===== src/rtl/stream_pkg.sv =====
// Shared definitions for ready/valid stream blocks: transfer polarity,
// transfer classification and the occupancy-counter width helper.
package stream_pkg;

  // A transfer happens on an edge where both handshake signals are at these levels.
  localparam logic XFER_VALID = 1'b1;
  localparam logic XFER_READY = 1'b1;

  // Per-cycle buffer activity, encoded as {push, pop}.
  typedef enum logic [1:0] {
    XFER_NONE = 2'b00,
    XFER_POP  = 2'b01,
    XFER_PUSH = 2'b10,
    XFER_BOTH = 2'b11
  } xfer_op_e;

  // Bits needed to hold an occupancy value from 0 to depth inclusive.
  function automatic int count_width(input int depth);
    return $clog2(depth + 1);
  endfunction

  // True when a ready/valid pair completes a transfer this cycle.
  function automatic logic xfer(input logic valid, input logic ready);
    return (valid == XFER_VALID) && (ready == XFER_READY);
  endfunction

endpackage


===== src/rtl/elastic_buffer_if.sv =====
// Upstream and downstream ready/valid handshake of the elastic buffer.
// slave: the buffer itself; master: the environment driving and consuming it.
interface elastic_buffer_if #(
  parameter int WIDTH = 32
);
  logic             input_valid;
  logic             input_ready;
  logic [WIDTH-1:0] input_data;
  logic             output_valid;
  logic             output_ready;
  logic [WIDTH-1:0] output_data;

  modport slave (
    input  input_valid, input_data, output_ready,
    output input_ready, output_valid, output_data
  );

  modport master (
    output input_valid, input_data, output_ready,
    input  input_ready, output_valid, output_data
  );
endinterface


===== src/rtl/elastic_buffer_mem.sv =====
// DEPTH x WIDTH register array: one synchronous write port, one asynchronous
// read port. Contents are deliberately not reset; only control state is.
module elastic_buffer_mem #(
  parameter int WIDTH = 32,
  parameter int DEPTH = 4
) (
  input  logic                     clk,
  input  logic                     wr_en,
  input  logic [$clog2(DEPTH)-1:0] wr_addr,
  input  logic [WIDTH-1:0]         wr_data,
  input  logic [$clog2(DEPTH)-1:0] rd_addr,
  output logic [WIDTH-1:0]         rd_data
);

  logic [WIDTH-1:0] mem_r [DEPTH];

  // Store the accepted payload at the write pointer.
  always_ff @(posedge clk) begin
    if (wr_en) begin
      mem_r[wr_addr] <= wr_data;
    end
  end

  assign rd_data = mem_r[rd_addr];

endmodule


===== src/rtl/elastic_buffer.sv =====
// Ready/valid elastic buffer (FIFO) with registered handshake flags.
// input_ready/output_valid/count/almost_full are all computed from the next
// occupancy and registered, so no input port reaches them combinationally.
// Head data is read straight from storage at the registered read pointer,
// giving zero-bubble latency. DEPTH=2 reproduces the classic skid buffer.
module elastic_buffer
  import stream_pkg::*;
#(
  parameter int WIDTH       = 32,
  parameter int DEPTH       = 4,
  parameter int ALMOST_FULL = DEPTH - 1
) (
  input  logic                       clk,
  input  logic                       reset,
  input  logic                       flush,
  elastic_buffer_if.slave            bus,
  output logic [$clog2(DEPTH+1)-1:0] count,
  output logic                       almost_full
);

  localparam int PW = $clog2(DEPTH);
  localparam int CW = count_width(DEPTH);

  typedef logic [PW-1:0] ptr_t;
  typedef logic [CW-1:0] cnt_t;

  ptr_t     wr_ptr_r;
  ptr_t     rd_ptr_r;
  cnt_t     count_r;
  logic     in_ready_r;
  logic     out_valid_r;
  logic     almost_full_r;

  logic     push_s;
  logic     pop_s;
  logic     wr_en_s;
  xfer_op_e op_s;
  ptr_t     wr_ptr_next_s;
  ptr_t     rd_ptr_next_s;
  cnt_t     count_next_s;

  // Classify this cycle's transfers and derive next pointers and occupancy.
  // Flush wins over both push and pop; pointers wrap by natural overflow.
  always_comb begin
    push_s        = xfer(bus.input_valid, in_ready_r);
    pop_s         = xfer(out_valid_r, bus.output_ready);
    op_s          = xfer_op_e'({push_s, pop_s});
    wr_en_s       = 1'b0;
    wr_ptr_next_s = wr_ptr_r;
    rd_ptr_next_s = rd_ptr_r;
    count_next_s  = count_r;
    if (flush) begin
      wr_ptr_next_s = ptr_t'(0);
      rd_ptr_next_s = ptr_t'(0);
      count_next_s  = cnt_t'(0);
    end else begin
      case (op_s)
        XFER_PUSH: begin
          wr_en_s       = 1'b1;
          wr_ptr_next_s = wr_ptr_r + ptr_t'(1);
          count_next_s  = count_r + cnt_t'(1);
        end
        XFER_POP: begin
          rd_ptr_next_s = rd_ptr_r + ptr_t'(1);
          count_next_s  = count_r - cnt_t'(1);
        end
        XFER_BOTH: begin
          wr_en_s       = 1'b1;
          wr_ptr_next_s = wr_ptr_r + ptr_t'(1);
          rd_ptr_next_s = rd_ptr_r + ptr_t'(1);
        end
        default: begin
          count_next_s = count_r;
        end
      endcase
    end
  end

  // Control state register; flags are precomputed from next occupancy.
  always_ff @(posedge clk) begin
    if (reset) begin
      wr_ptr_r      <= ptr_t'(0);
      rd_ptr_r      <= ptr_t'(0);
      count_r       <= cnt_t'(0);
      in_ready_r    <= 1'b1;
      out_valid_r   <= 1'b0;
      almost_full_r <= 1'b0;
    end else begin
      wr_ptr_r      <= wr_ptr_next_s;
      rd_ptr_r      <= rd_ptr_next_s;
      count_r       <= count_next_s;
      in_ready_r    <= (count_next_s < cnt_t'(DEPTH));
      out_valid_r   <= (count_next_s != cnt_t'(0));
      almost_full_r <= (count_next_s >= cnt_t'(ALMOST_FULL));
    end
  end

  elastic_buffer_mem #(
    .WIDTH (WIDTH),
    .DEPTH (DEPTH)
  ) u_mem (
    .clk     (clk),
    .wr_en   (wr_en_s & ~reset),
    .wr_addr (wr_ptr_r),
    .wr_data (bus.input_data),
    .rd_addr (rd_ptr_r),
    .rd_data (bus.output_data)
  );

  assign bus.input_ready  = in_ready_r;
  assign bus.output_valid = out_valid_r;
  assign count            = count_r;
  assign almost_full      = almost_full_r;

endmodule


===== src/flat_wrapper.sv =====
// flat-port wrapper written by rule: the top's interface ports become plain ports
module elastic_buffer_flat import stream_pkg::*;
#(
  parameter int WIDTH       = 32,
  parameter int DEPTH       = 4,
  parameter int ALMOST_FULL = DEPTH - 1
)
  (clk, reset, flush, count, almost_full, bus_input_valid, bus_input_data, bus_output_ready, bus_input_ready, bus_output_valid, bus_output_data);
  elastic_buffer_if #(.WIDTH(WIDTH)) bus_i ();
  input  logic clk;
  input  logic reset;
  input  logic flush;
  output logic [$clog2(DEPTH+1)-1:0] count;
  output logic almost_full;
  input wire logic [$bits(bus_i.input_valid)-1:0] bus_input_valid;
  input wire logic [$bits(bus_i.input_data)-1:0] bus_input_data;
  input wire logic [$bits(bus_i.output_ready)-1:0] bus_output_ready;
  output wire logic [$bits(bus_i.input_ready)-1:0] bus_input_ready;
  output wire logic [$bits(bus_i.output_valid)-1:0] bus_output_valid;
  output wire logic [$bits(bus_i.output_data)-1:0] bus_output_data;
  assign bus_i.input_valid = bus_input_valid;
  assign bus_i.input_data = bus_input_data;
  assign bus_i.output_ready = bus_output_ready;
  assign bus_input_ready = bus_i.input_ready;
  assign bus_output_valid = bus_i.output_valid;
  assign bus_output_data = bus_i.output_data;
  elastic_buffer #(.WIDTH(WIDTH), .DEPTH(DEPTH), .ALMOST_FULL(ALMOST_FULL)) u_core (.clk(clk), .reset(reset), .flush(flush), .bus(bus_i), .count(count), .almost_full(almost_full));
endmodule

===== config.mk =====
export PLATFORM = sky130hd
export DESIGN_NAME = elastic_buffer_flat
export DESIGN_NICKNAME = d
export VERILOG_FILES = /design/src/rtl/stream_pkg.sv /design/src/rtl/elastic_buffer_if.sv /design/src/rtl/elastic_buffer_mem.sv /design/src/rtl/elastic_buffer.sv /design/src/flat_wrapper.sv
export SDC_FILE = /design/constraint.sdc
export NUM_CORES = 1
export LEC_CHECK = 0
export CAP_MARGIN = 10
export CORE_UTILIZATION = 28
export CTS_CLUSTER_DIAMETER = 100
export CTS_CLUSTER_SIZE = 25
export DETAILED_ROUTE_END_ITERATION = 10
export PLACE_DENSITY = 0.58
export SYNTH_ARGS = -nofsm -noshare
export SYNTH_HDL_FRONTEND = slang
export SYNTH_SLANG_ARGS = --single-unit

===== constraint.sdc =====
create_clock -name clk -period 2.2 [get_ports clk]
set_input_delay 0.44 -clock clk [delete_from_list [all_inputs] [get_ports clk]]
set_output_delay 0.44 -clock clk [all_outputs]
set_load 0.1 [all_outputs]

==> impl_metrics.toml <==
[run_status]
status = "finished, violations left"
violations = "setup timing"

[drt]
dr.pass1.iters = 4
vias = 2450
drtAntennaViolNets = 0
routed_wl_um = 9720
drc = 0
routed_via_density = 4.33
drt_iter0_drc = 155
routedWlPerCell_um = 17.2

[worst_hold_path]
hold_depth = 2
hold_class = "flop to flop"

[clock_network]
clock_latency_ps = 410
cts_sinks = 140
cts_made_buffers = 17
h-tree-depth = 4
cts.clk_slew.worst_paths_ps = 60
cts_setup_buffers = 0
cts_tree = "built"
clk_path_buf_depth = 2
ctsRootBufferMaster = "clkbuf_16"

[global_route]
grt_overflow = 0
track_usage_pct = 11.3
grt_pass1_vias = 2649
grt_max_degree = 24
antenna_found_initial = 0
grt_pass1_wl_um = 14900

[sta]
setup-violations-final = 7
tightest_slew_ps = 338
rsz0062_at_grt = "yes"
finalHoldViolCount = 0
min_period_ps = 2210
finalMaxSlewViolations = 0
fin_crit_sh_pct = 101
fin_worst_skew_ps = 4.19
fmax_ghz = 0.452
setup_ws_ps = -12.6
slew_headroom_pct = 77.4

[critical_path]
cp.required_ps = 1760
setup.worst_path.end_class = "output pin"
critical_path_class = "flop to output pin"
critPathMaxFanout = 11
critPathArrivalTime_ps = 1770
cp-start-kind = "flop"
reg2regPathDepth = 7

[floorplan]
die_h_um = 138
fp-row-count = 49
design.core.area_um2 = 18000
fp.dieW_um = 138
dieArea_um2 = 18900
start_util_pct = 28.6
pin_count = 75

[pwr]
ir_drop_v = 0.000506
swShare_pct = 19.8
p_int_w = 0.00549
pwr_density_cell_nw_per_um2 = 926
clkPwrFrac_pct = 49.4
seq_power_share_pct = 43.1
power_w = 0.00684
p_leak_nw = 2.49
power.switching_w = 0.00135
combPwrFrac_pct = 7.6

[placed_design]
place_hpwl_um = 5980
place_ws_ps = -271
io_buffers = 74
globalplace.congestion = 0.658

[yosys]
synth_top_area_share_pct = 74.7
syn_avg_cell_area_um2 = 23.2
postSynthCellCount = 222
yosysSeqAreaShare_pct = 79.4
syn_nets = 265
syn_area_um2 = 5140
ys_ff_latch = 140
synthTopCellsByArea = "edfxtp_1 (75%), mux4_2 (14%), dfxtp_1 (4.7%)"
yosysWarnings = 0
synthArstFlopShare_pct = 0
ys.flop_type = "edfxtp_1"
synth.most_common_cell = "edfxtp_1"
yosys-top-cells-count = "edfxtp_1 (128), mux4_2 (32), dfxtp_1 (12)"
yosysTopAreaCell = "edfxtp_1"
synth_edf_count = 128
ys_types = 24

[final_layout]
layout.nets = 368
layout-drive-gt1-share_pct = 38.9
syn2layout_area_growth_pct = 43.6
diodes = 0
finish.utilization_pct = 41.1

[run]
maxCapViolCount = 0
final cells by class:
| class | instances | area, um2 |
|---|---|---|
| Sequential cell | 140 | 4100 |
| Clock buffer | 18 | 429 |
| Timing Repair Buffer | 93 | 1280 |
| Clock inverter | 13 | 269 |
| Inverter | 3 | 11.3 |
| Multi-Input combinational cell | 70 | 1010 |
| Tap cell | 229 | 287 |
| Fill cell | 1560 | 10600 |
routing by layer:
| layer | global-route usage (%) | vias to the layer above | wire length (um) |
|---|---|---|---|
| met3 | 4.05 | 13 | 472 |
| met5 | 0 | - | 0 |
| met4 | 4.21 | 0 | 133 |
| li1 | - | 1123 | - |
| met2 | 19.2 | 60 | 5090 |
| met1 | 13.1 | 1254 | 4020 |
what timing repair did:
item / 4_1_cts / 5_1_grt
hold buffers: 0 / 0
resized for setup: 5 / 0
endpoints found under the setup margin: 32 / 32
endpoints found under the hold margin: 0 / 0
gates cloned: 1 / 0
worst max-delay path, cell delays in order (launching register included):
cell,delay (ps)
dfxtp_4,420
buf_12,180
mux4_2,550
buf_12,190
sequential cells by signal, summed over array words and instances (netlist names), named ones only:
signal / flops
u_core.bus.input_ready: 1
u_core.bus.output_valid: 1
u_core.wr_ptr_r: 2
u_core.u_mem.mem_r: 128
u_core.rd_ptr_r: 2
u_core.almost_full: 1
u_core.count: 3
metrics by stage:
| step | cell area [um2] | TNS (ps) | instances | hold WS, ps |
|---|---|---|---|---|
| after CTS | 7390 | -944 | 566 | 503 |
| after detailed placement | 6650 | -826 | 534 | 494 |
| after global routing | 7390 | -1780 | 566 | 566 |
| after floorplan | 5160 | -27.3 | 222 | 465 |
| final | 7390 | -49.0 | 566 | 500 |
| after global placement | 6650 | -603 | 534 | 487 |
cell families (layout without fill, tap and decap cells):
logic type,count (synthesis),in the layout,synth area share (%)
xor gates and xnor gates,5,5,0.851
AOI/OAI and AO/OA,3,3,0.340
and+or+nand+nor,23,23,2.48
adders and majority gates,6,6,1.61
muxes,33,33,14.2
DFF,140,140,79.4
buffers and inverters,12,127,1.12
power groups by stage:
| stage | clock [W] | sequential [W] | combinational (W) |
|---|---|---|---|
| after global placement | 0 | 0.00300 | 0.000512 |
| after CTS | 0.00344 | 0.00295 | 0.000524 |
| after floorplan | 0 | 0.00303 | 0.000253 |
| after detailed placement | 0 | 0.00300 | 0.000519 |
| final | 0.00338 | 0.00295 | 0.000517 |
| after global routing | 0.00357 | 0.00295 | 0.000541 |
worst paths after layout:
kind                                        startpoint                endpoint  slack, ps
worst min-delay path                u_core.wr_ptr_r[1]      u_core.wr_ptr_r[1]        500
worst max register to register  u_core.bus.input_ready  u_core.bus.input_ready        300
worst max-delay path                              flop     bus_output_data[24]        -10
worst min register to register      u_core.wr_ptr_r[1]      u_core.wr_ptr_r[1]        500
cells in the final DEF, fill, tap and decap left out, drive strengths merged, types with 4 or more instances in the layout:
cell,instances
dfxtp,12
edfxtp,128
clkbuf,18
clkdlybuf4s50,36
and3,4
inv,4
bufinv,8
xnor2,4
ha,5
and2,5
nor2,5
mux4,32
buf,57
(Power assumes the default switching activity.)
